--- src/rtl/petris_pkg.sv ---
// Shared definitions for the tetrimino engine and its front end.
// Op-code constants are the contract between move_scheduler and the engine;
// the scheduler state enum is used only by move_scheduler.
package petris_pkg;

  localparam logic [2:0] OP_NONE   = 3'd0;
  localparam logic [2:0] OP_LEFT   = 3'd1;
  localparam logic [2:0] OP_RIGHT  = 3'd2;
  localparam logic [2:0] OP_ROTATE = 3'd3;
  localparam logic [2:0] OP_START  = 3'd4;
  localparam logic [2:0] OP_FALL   = 3'd5;

  typedef enum logic [1:0] {
    IDLE  = 2'd0,
    PLAY  = 2'd1,
    ISSUE = 2'd2,
    OVER  = 2'd3
  } sched_state_e;

endpackage

--- src/rtl/gravity_timer.sv ---
// Gravity frame counter plus score-driven level / period computation.
// Ports:
//   clk, reset      : clock, synchronous active-high reset
//   frame_tick      : one-cycle pulse per frame
//   run             : counter advances on frame_tick only while high
//   clear           : forces the counter back to 0 (new game)
//   score           : cleared-row count
//   level           : registered min(score / LINES_PER_LEVEL, 15)
//   gravity_period  : registered max(BASE - level*STEP, MIN)
//   fall_pulse      : combinational, high on the tick that wraps the counter
module gravity_timer
  import petris_pkg::*;
#(
  parameter int GRAVITY_BASE    = 48,
  parameter int GRAVITY_MIN     = 6,
  parameter int LEVEL_STEP      = 4,
  parameter int LINES_PER_LEVEL = 10
) (
  input  logic       clk,
  input  logic       reset,
  input  logic       frame_tick,
  input  logic       run,
  input  logic       clear,
  input  logic [7:0] score,
  output logic [3:0] level,
  output logic [5:0] gravity_period,
  output logic       fall_pulse
);

  logic        [5:0] cnt_q, cnt_d;
  logic        [3:0] level_q, level_d;
  logic        [5:0] period_q, period_d;
  logic        [7:0] quot;
  logic signed [9:0] base_s, step_s, lvl_s, min_s, diff_s;
  logic              wrap;

  always_comb begin
    quot    = 8'(32'(score) / 32'(LINES_PER_LEVEL));
    level_d = (quot > 8'd15) ? 4'd15 : quot[3:0];

    // Signed 10-bit arithmetic so a high level cannot underflow the period.
    base_s = 10'(GRAVITY_BASE);
    step_s = 10'(LEVEL_STEP);
    min_s  = 10'(GRAVITY_MIN);
    lvl_s  = signed'({6'd0, level_d});
    diff_s = base_s - lvl_s * step_s;
    period_d = (diff_s < min_s) ? 6'(GRAVITY_MIN) : diff_s[5:0];

    // >= rather than == so a period that shrinks below the running count
    // still wraps on the next tick instead of counting through 63.
    wrap = frame_tick && run && (cnt_q >= period_q - 6'd1);

    cnt_d = cnt_q;
    if (clear)                   cnt_d = 6'd0;
    else if (frame_tick && run)  cnt_d = wrap ? 6'd0 : cnt_q + 6'd1;
  end

  always_ff @(posedge clk) begin
    if (reset) begin
      cnt_q    <= 6'd0;
      level_q  <= 4'd0;
      period_q <= 6'(GRAVITY_BASE);
    end else begin
      cnt_q    <= cnt_d;
      level_q  <= level_d;
      period_q <= period_d;
    end
  end

  assign level          = level_q;
  assign gravity_period = period_q;
  assign fall_pulse     = wrap;

endmodule

--- src/rtl/move_scheduler.sv ---
// Front end of the tetrimino engine: turns button levels and frame ticks
// into a single valid/ready stream of 3-bit engine operations.
// Ports:
//   clk, reset                  : clock, synchronous active-high reset
//   frame_tick                  : one pulse per vsync
//   btn_left/right/rotate/drop/start : synchronized button levels
//   engine_busy                 : suppresses arbitration while high
//   game_over                   : level from the engine
//   score                       : cleared-row count
//   op, op_valid, op_ready      : operation handshake to the engine
//   level, gravity_period       : registered difficulty outputs
module move_scheduler
  import petris_pkg::*;
#(
  parameter int GRAVITY_BASE    = 48,
  parameter int GRAVITY_MIN     = 6,
  parameter int LEVEL_STEP      = 4,
  parameter int LINES_PER_LEVEL = 10
) (
  input  logic       clk,
  input  logic       reset,
  input  logic       frame_tick,
  input  logic       btn_left,
  input  logic       btn_right,
  input  logic       btn_rotate,
  input  logic       btn_drop,
  input  logic       btn_start,
  input  logic       engine_busy,
  input  logic       game_over,
  input  logic [7:0] score,
  output logic [2:0] op,
  output logic       op_valid,
  input  logic       op_ready,
  output logic [3:0] level,
  output logic [5:0] gravity_period
);

  sched_state_e state_q, state_d;
  logic [2:0]   op_q, op_d;
  logic         op_valid_q, op_valid_d;
  // {start, rotate, right, left}; drop is level-sensitive and needs no edge.
  logic [3:0]   btn_prev_q, btn_prev_d, btn_now, press;
  logic         fl_left_q, fl_right_q, fl_rot_q, fl_fall_q;
  logic         fl_left_d, fl_right_d, fl_rot_d, fl_fall_d;
  logic         playing, xfer, lr_clash, fall_pulse, grav_clear;

  gravity_timer #(
    .GRAVITY_BASE   (GRAVITY_BASE),
    .GRAVITY_MIN    (GRAVITY_MIN),
    .LEVEL_STEP     (LEVEL_STEP),
    .LINES_PER_LEVEL(LINES_PER_LEVEL)
  ) u_gravity (
    .clk           (clk),
    .reset         (reset),
    .frame_tick    (frame_tick),
    .run           (playing),
    .clear         (grav_clear),
    .score         (score),
    .level         (level),
    .gravity_period(gravity_period),
    .fall_pulse    (fall_pulse)
  );

  always_comb begin
    btn_now    = {btn_start, btn_rotate, btn_right, btn_left};
    press      = btn_now & ~btn_prev_q;
    btn_prev_d = btn_now;
    lr_clash   = press[0] & press[1];
    xfer       = op_valid_q && op_ready;
    // ISSUE carrying OP_START still belongs to the idle game, so it does not
    // count as play for gravity or flag purposes.
    playing    = (state_q == PLAY) || (state_q == ISSUE && op_q != OP_START);
    grav_clear = xfer && (op_q == OP_START);

    fl_left_d  = fl_left_q;
    fl_right_d = fl_right_q;
    fl_rot_d   = fl_rot_q;
    fl_fall_d  = fl_fall_q;

    // Clear the transferred flag first so a same-cycle set overrides it.
    if (xfer) begin
      case (op_q)
        OP_LEFT:   fl_left_d  = 1'b0;
        OP_RIGHT:  fl_right_d = 1'b0;
        OP_ROTATE: fl_rot_d   = 1'b0;
        OP_FALL:   fl_fall_d  = 1'b0;
        default:   ;
      endcase
    end

    if (playing) begin
      if (press[0] && !lr_clash) fl_left_d  = 1'b1;
      if (press[1] && !lr_clash) fl_right_d = 1'b1;
      if (press[2])              fl_rot_d   = 1'b1;
      if (fall_pulse || (btn_drop && frame_tick)) fl_fall_d = 1'b1;
    end

    if (state_q == IDLE || state_q == OVER) begin
      fl_left_d  = 1'b0;
      fl_right_d = 1'b0;
      fl_rot_d   = 1'b0;
      fl_fall_d  = 1'b0;
    end

    state_d    = state_q;
    op_d       = op_q;
    op_valid_d = op_valid_q;
    case (state_q)
      IDLE: begin
        if (press[3]) begin
          op_d       = OP_START;
          op_valid_d = 1'b1;
          state_d    = ISSUE;
        end
      end
      PLAY: begin
        if (game_over) begin
          state_d = OVER;
        end else if (!engine_busy &&
                     (fl_fall_q || fl_rot_q || fl_left_q || fl_right_q)) begin
          if (fl_fall_q)     op_d = OP_FALL;
          else if (fl_rot_q) op_d = OP_ROTATE;
          else if (fl_left_q) op_d = OP_LEFT;
          else               op_d = OP_RIGHT;
          op_valid_d = 1'b1;
          state_d    = ISSUE;
        end
      end
      ISSUE: begin
        if (xfer) begin
          op_valid_d = 1'b0;
          state_d    = game_over ? OVER : PLAY;
        end
      end
      OVER: begin
        if (!game_over) state_d = IDLE;
      end
      default: state_d = IDLE;
    endcase
  end

  always_ff @(posedge clk) begin
    if (reset) begin
      state_q    <= IDLE;
      op_q       <= OP_NONE;
      op_valid_q <= 1'b0;
      btn_prev_q <= 4'b1111;
      fl_left_q  <= 1'b0;
      fl_right_q <= 1'b0;
      fl_rot_q   <= 1'b0;
      fl_fall_q  <= 1'b0;
    end else begin
      state_q    <= state_d;
      op_q       <= op_d;
      op_valid_q <= op_valid_d;
      btn_prev_q <= btn_prev_d;
      fl_left_q  <= fl_left_d;
      fl_right_q <= fl_right_d;
      fl_rot_q   <= fl_rot_d;
      fl_fall_q  <= fl_fall_d;
    end
  end

  assign op       = op_q;
  assign op_valid = op_valid_q;

endmodule

--- config.mk ---
export PLATFORM = sky130hd
export DESIGN_NAME = move_scheduler
export DESIGN_NICKNAME = d
export VERILOG_FILES = /design/src/rtl/petris_pkg.sv /design/src/rtl/gravity_timer.sv /design/src/rtl/move_scheduler.sv
export SDC_FILE = /design/constraint.sdc
export NUM_CORES = 1
export LEC_CHECK = 0
export CAP_MARGIN = 20
export CORE_MARGIN = 3
export CORE_UTILIZATION = 57
export CTS_CLUSTER_DIAMETER = 80
export DETAILED_ROUTE_END_ITERATION = 16
export GPL_TIMING_DRIVEN = 0
export PLACE_DENSITY = 0.82
export SLEW_MARGIN = 0
export SYNTH_ARGS = -nofsm -noshare
export SYNTH_HDL_FRONTEND = slang
export SYNTH_SLANG_ARGS = --single-unit
--- constraint.sdc ---
create_clock -name clk -period 8.5 [get_ports clk]
set_input_delay 1.7 -clock clk [delete_from_list [all_inputs] [get_ports clk]]
set_output_delay 1.7 -clock clk [all_outputs]
set_load 0.02 [all_outputs]
# After elaboration in Yosys (flattened, before gate mapping)
# Index checks and enable logic that the tools add are counted.
[totals]
word_cells = 101
output_inout_bits = 14
register_bits = 30
[op_classes]
div = 1
n_eq_ne = 15
bitwise = 3
reduce_logical = 26
order_cmp = 3
addsub = 3
mux = 38
[ops]
columns = ["operator", "n"]
rows = [
  ["8-bit by 4-bit divider with 32-bit output, second input constant", 1],
  ["1-bit two-way mux", 20],
  ["2-bit two-way mux", 8],
  ["3-bit two-way mux", 4],
  ["6-bit two-way mux", 2],
  ["10-bit by 4-bit less-than comparator with 1-bit output, second input constant", 1],
  ["1-bit logical AND", 9],
  ["8-bit by 4-bit greater-than comparator with 1-bit output, second input constant", 1],
  ["2-bit inequality test, second input constant", 4],
  ["2-bit case mux with 4 select lines", 1],
  ["4-bit AND reduction", 2],
  ["6-bit by 6-bit subtractor with 7-bit output, first input constant", 1],
  ["6-bit by 1-bit adder with 6-bit output, second input constant", 1],
  ["3-bit by 2-bit equality test with 1-bit output, second input constant", 2],
  ["3-bit equality test, second input constant", 2],
  ["6-bit >= comparator", 1],
  ["1-bit logical OR", 6],
  ["3-bit case mux with 2 select lines", 1],
  ["2-bit OR reduction", 3],
  ["6-bit by 1-bit subtractor with 6-bit output, second input constant", 1],
  ["5-bit AND reduction", 1],
  ["4-bit AND", 1],
  ["2-bit equality test, second input constant", 2],
  ["4-bit two-way mux", 1],
  ["12 further kinds", 13],
]

# Logic depth before layout (Yosys ltp)
[depth]
ltp_word = 8
ltp_mapped = 18
mapped_depth_nobuf = 16

# Modules after synthesis
# Synthesis repeated with hierarchy kept, for this count alone.
[unflattened]
cells_unflattened = 259
area_unflattened_um2 = 2123.3
[modules_own_cells]
columns = ["mod", "seq_area_each_um2", "instances", "cells_per_inst", "area_each_um2"]
rows = [
  ["gravity_timer", 300.3, 1, 173, 1332.5],
  ["move_scheduler", 280.3, 1, 86, 790.8],
]

# Worst setup path after synthesis
# No wires, ideal clock.
[synth_path]
path_kind = "input-to-reg"
from = "in score[5]"
to = "reg u_gravity.period_q[2], in the netlist u_gravity.gravity_period[2]"
setup_ns = 0.081
path_slack_ns = 3.304
path_buffers = 2
stages = 17
arrival_time_ns = 5.115
path_cell_list = "buf_2 > nor2_1 > inv_1 > ha_1 > nor2b_4 > buf_6 > nand3_1 > a22oi_2 > xnor2_1 > or3_1 > a31oi_1 > nor2_1 > and2_1 > ha_1 > or4_1 > o31a_1 > a41oi_1"
[synth_between]
elab_chain_len = 6
[synth_rtl]
columns = ["element", "line_no", "source"]
rows = [
  ["start, declared", "move_scheduler.sv:30", "input logic [7:0] score,"],
  ["8-bit by 4-bit divider with 32-bit output *", "gravity_timer.sv:38", "quot = 8'(32'(score) / 32'(LINES_PER_LEVEL));"],
  ["8-bit by 4-bit greater-than comparator with 1-bit output", "gravity_timer.sv:39", "level_d = (quot > 8'd15) ? 4'd15 : quot[3:0];"],
  ["4-bit two-way mux *", "gravity_timer.sv:39", ""],
  ["6-bit by 6-bit subtractor with 7-bit output *", "gravity_timer.sv:46", "diff_s = base_s - lvl_s * step_s;"],
  ["named net u_gravity.diff_s[3]", "gravity_timer.sv:34", "logic signed [9:0] base_s, step_s, lvl_s, min_s, diff_s;"],
  ["10-bit by 4-bit less-than comparator with 1-bit output *", "gravity_timer.sv:47", "period_d = (diff_s < min_s) ? 6'(GRAVITY_MIN) : diff_s[5:0];"],
  ["6-bit two-way mux *", "gravity_timer.sv:47", ""],
  ["end signal, assigned", "gravity_timer.sv:62", "period_q <= 6'(GRAVITY_BASE);"],
  ["end signal, assigned", "gravity_timer.sv:66", "period_q <= period_d;"],
  ["end, declared", "gravity_timer.sv:32", "logic [5:0] period_q, period_d;"],
]
# Mark *: on every way through the listed nets, which the timed path passes. The rest lies on a longest branch.
# A chain may end at the register's enable or synchronous reset.

# Final worst setup path
[layout_path]
from = "in score[6]"
to = "reg u_gravity.period_q[2], in the netlist u_gravity.gravity_period[2]"
# Same word-level chain as after synthesis.

==> flow_summary.ini <==
[floorplanning]
core_mm2 = 0.00320
die_x_um = 65.2
initial_core_util_pct = 62.3
ioPinCount = 33
die_y_um = 65.2
fp-row-count = 20
die_area_mm2 = 0.00424

[setup_path]
path_buf_inv = 3
crit_fanout = 8
critPathTopFamily = simple AND/OR/NAND/NOR gates
slowest_stage = clkdlybuf4s50_1
start_kind = input port
crit_chain = clkdlybuf4s50_1, nor2_1, inv_1, ha_1, nor2b_4, buf_6, nand3_1, a22oi_2, xnor2_1, or3_1, a31oi_1, nor2_1, and2_1, ha_1, or4_1, o31a_1, a41oi_1
worstPathRequired_ns = 8.74
crit_path_end_kind = register
crit_arrival_ns = 5.96
worstSetupPathType = input port to register
max_stage_delay_ns = 0.55

[power_and_ir_drop]
pwr_density_cell_mw_per_mm2 = 172
vdd_ir_drop_max_uv = 142
cellLeakagePower_nw = 0.966

[synth]
synthTopCellsByCount = 29 x dfxtp_1, 28 x nor2_1, 27 x a21oi_1, 26 x nand2_1, 16 x inv_1
async_flop_share_pct = 0
ys.flop_type = dfxtp_1
syn_area_mm2 = 0.00199
yosys.area.top_type = dfxtp_1
synthCells = 256
synth.most_common_cell = dfxtp_1
syn_nets = 289
yosys.area.top_type_share_pct = 29.1
synth_cell_types = 58
ys_warn_count = 0
synthTopCellsByArea = dfxtp_1 29%, ha_1 8.8%, a21oi_1 6.8%
synth-edff-count = 0
ys_seq_area_share_pct = 29.1
avgSynthCellArea_um2 = 7.79
ys_ff_latch = 29

[global_routing]
grt_pass1_vias = 1691
grtUsageTotal_pct = 23.1
grt_max_degree = 11
antenna_found_initial = 0
grt_pass1_wl_um = 7780
gr-total-overflow = 0

[routing]
drt_iter0_markers = 109
drc_errors = 0
vias = 1890
via_per_inst = 5.64
ant_nets = 0
firstDrtPassIters = 4
wirelength_um = 4490
wl_per_cell_um = 13.4

[cells_and_area]
nets = 324
antenna_cells = 0
syn2layout_area_growth_pct = 19.6
fin_util_pct = 74.5
drive_above_1_share_pct = 7.90

[sta]
setup_viol = 0
min_period_ns = 5.72
maxSlewViolCount = 0
grt_setup_unrepaired = no
slew_headroom_pct = 42.4
finalSetupTns_ns = 0
fin_crit_sh_pct = 67.3
clock_skew_ns = 0.00793
worst_pin_slew_ns = 0.859
fmax_mhz = 175
hold_viol = 0

[clock_network]
clk_path_buf_depth = 2
post_cts_buffers = 0
hold_buffers = 0
cts_tree = done
clock_sinks = 29
htree_levels = 2
cts-buffers-inserted = 5
cts_root_buf = clkbuf_4
ctsResizeCount = 0
clk-insertion-delay-late_ns = 0.32
clk_pin_slew_ns = 0.08

[hold_path]
hp-class = register to register

[place]
port_buffers = 28
dp_hpwl_um = 3390
gp_congestion = 0.852

[status]
status = finished clean

[job]
drv_cap = 0
## cell type report
class / count / area [um2]
flip-flops and latches: 29 / 581
fillers: 267 / 818
inverters: 16 / 60.1
multi-input cells: 201 / 1280
well taps: 44 / 55.1
clock buffers: 7 / 55.1
repair buffers: 28 / 280
plain buffers: 10 / 70.1
## logic make-up (layout without fill, tap and decap cells)
| family | count (synthesis) | in the layout | share of synthesized area, % |
|---|---|---|---|
| DFF | 29 | 29 | 29.1 |
| AOI/OAI and AO/OA | 75 | 75 | 25.0 |
| and+or+nand+nor | 102 | 102 | 26.3 |
| muxes | 1 | 1 | 0.502 |
| xor gates and xnor gates | 8 | 8 | 3.51 |
| buffers and inverters | 26 | 61 | 6.52 |
| other | 1 | 1 | 0.188 |
| adders and majority gates | 14 | 14 | 8.78 |
## cells in the final DEF (no fill, tap or decap), types with 4 or more instances in the layout
cell,netlist,routed
dfxtp_1,29,29
nor2_1,28,28
clkdlybuf4s50_1,0,28
a21oi_1,27,27
nand2_1,26,26
inv_1,16,16
ha_1,14,14
o21ai_0,13,13
nand2b_1,9,9
nand3_1,5,5
nor3_1,5,5
clkbuf_4,0,5
buf_4,4,4
xnor2_1,4,4
xor2_1,4,4
## path summary, 6_finish.rpt
kind                                start                                      to  slack, ns  cells past startpoint
setup / recovery                 score[6]  u_gravity.gravity_period[2]$_SDFF_PP0_       2.78                     17
hold / removal      fl_right_q$_SDFF_PP0_                   fl_right_q$_SDFF_PP0_       0.51                      2
setup reg to reg  state_q[0]$_SDFFE_PP0P_         u_gravity.cnt_q[5]$_SDFFE_PP0P_       6.27                      7
hold reg to reg     fl_right_q$_SDFF_PP0_                   fl_right_q$_SDFF_PP0_       0.51                      2
## power breakdown
part | total [mW] | internal [mW] | switching, mW
Clock | 0.0839 | 0.0390 | 0.0449
Combinational | 0.163 | 0.0710 | 0.0916
Sequential | 0.164 | 0.150 | 0.0140
## through the flow
stage	std cells	setup slack (ns)	area (um2)	hold slack, ns	power (mW)
global placement	328	2.53	2330	0.481	0.325
CTS	335	2.80	2380	0.510	0.413
global route	335	2.49	2380	0.549	0.442
finish	335	2.78	2380	0.506	0.411
floorplan	256	3.30	1990	0.456	0.276
detailed placement	328	2.49	2330	0.493	0.328
## worst min-delay path: cells and delay by family (launching register included)
kind / cells / cell delay, ns
DFF: 1 / 0.34
and+or+nand+nor: 1 / 0.07
AOI/OAI and AO/OA: 1 / 0.06
## registers in the layout, summed over array words and instances (netlist names), 2 cells and up
register                  count
btn_prev_q                    4
op                            3
state_q                       2
u_gravity.cnt_q               6
u_gravity.gravity_period      5
u_gravity.level               4
## per-layer routing
metal	GRT usage, %	wire length, um
met5	0	0
met4	4.40	13
met3	5.30	249
met2	35.6	1950
met1	33.1	2280
Note: power is estimated with default switching activity, not from simulation.
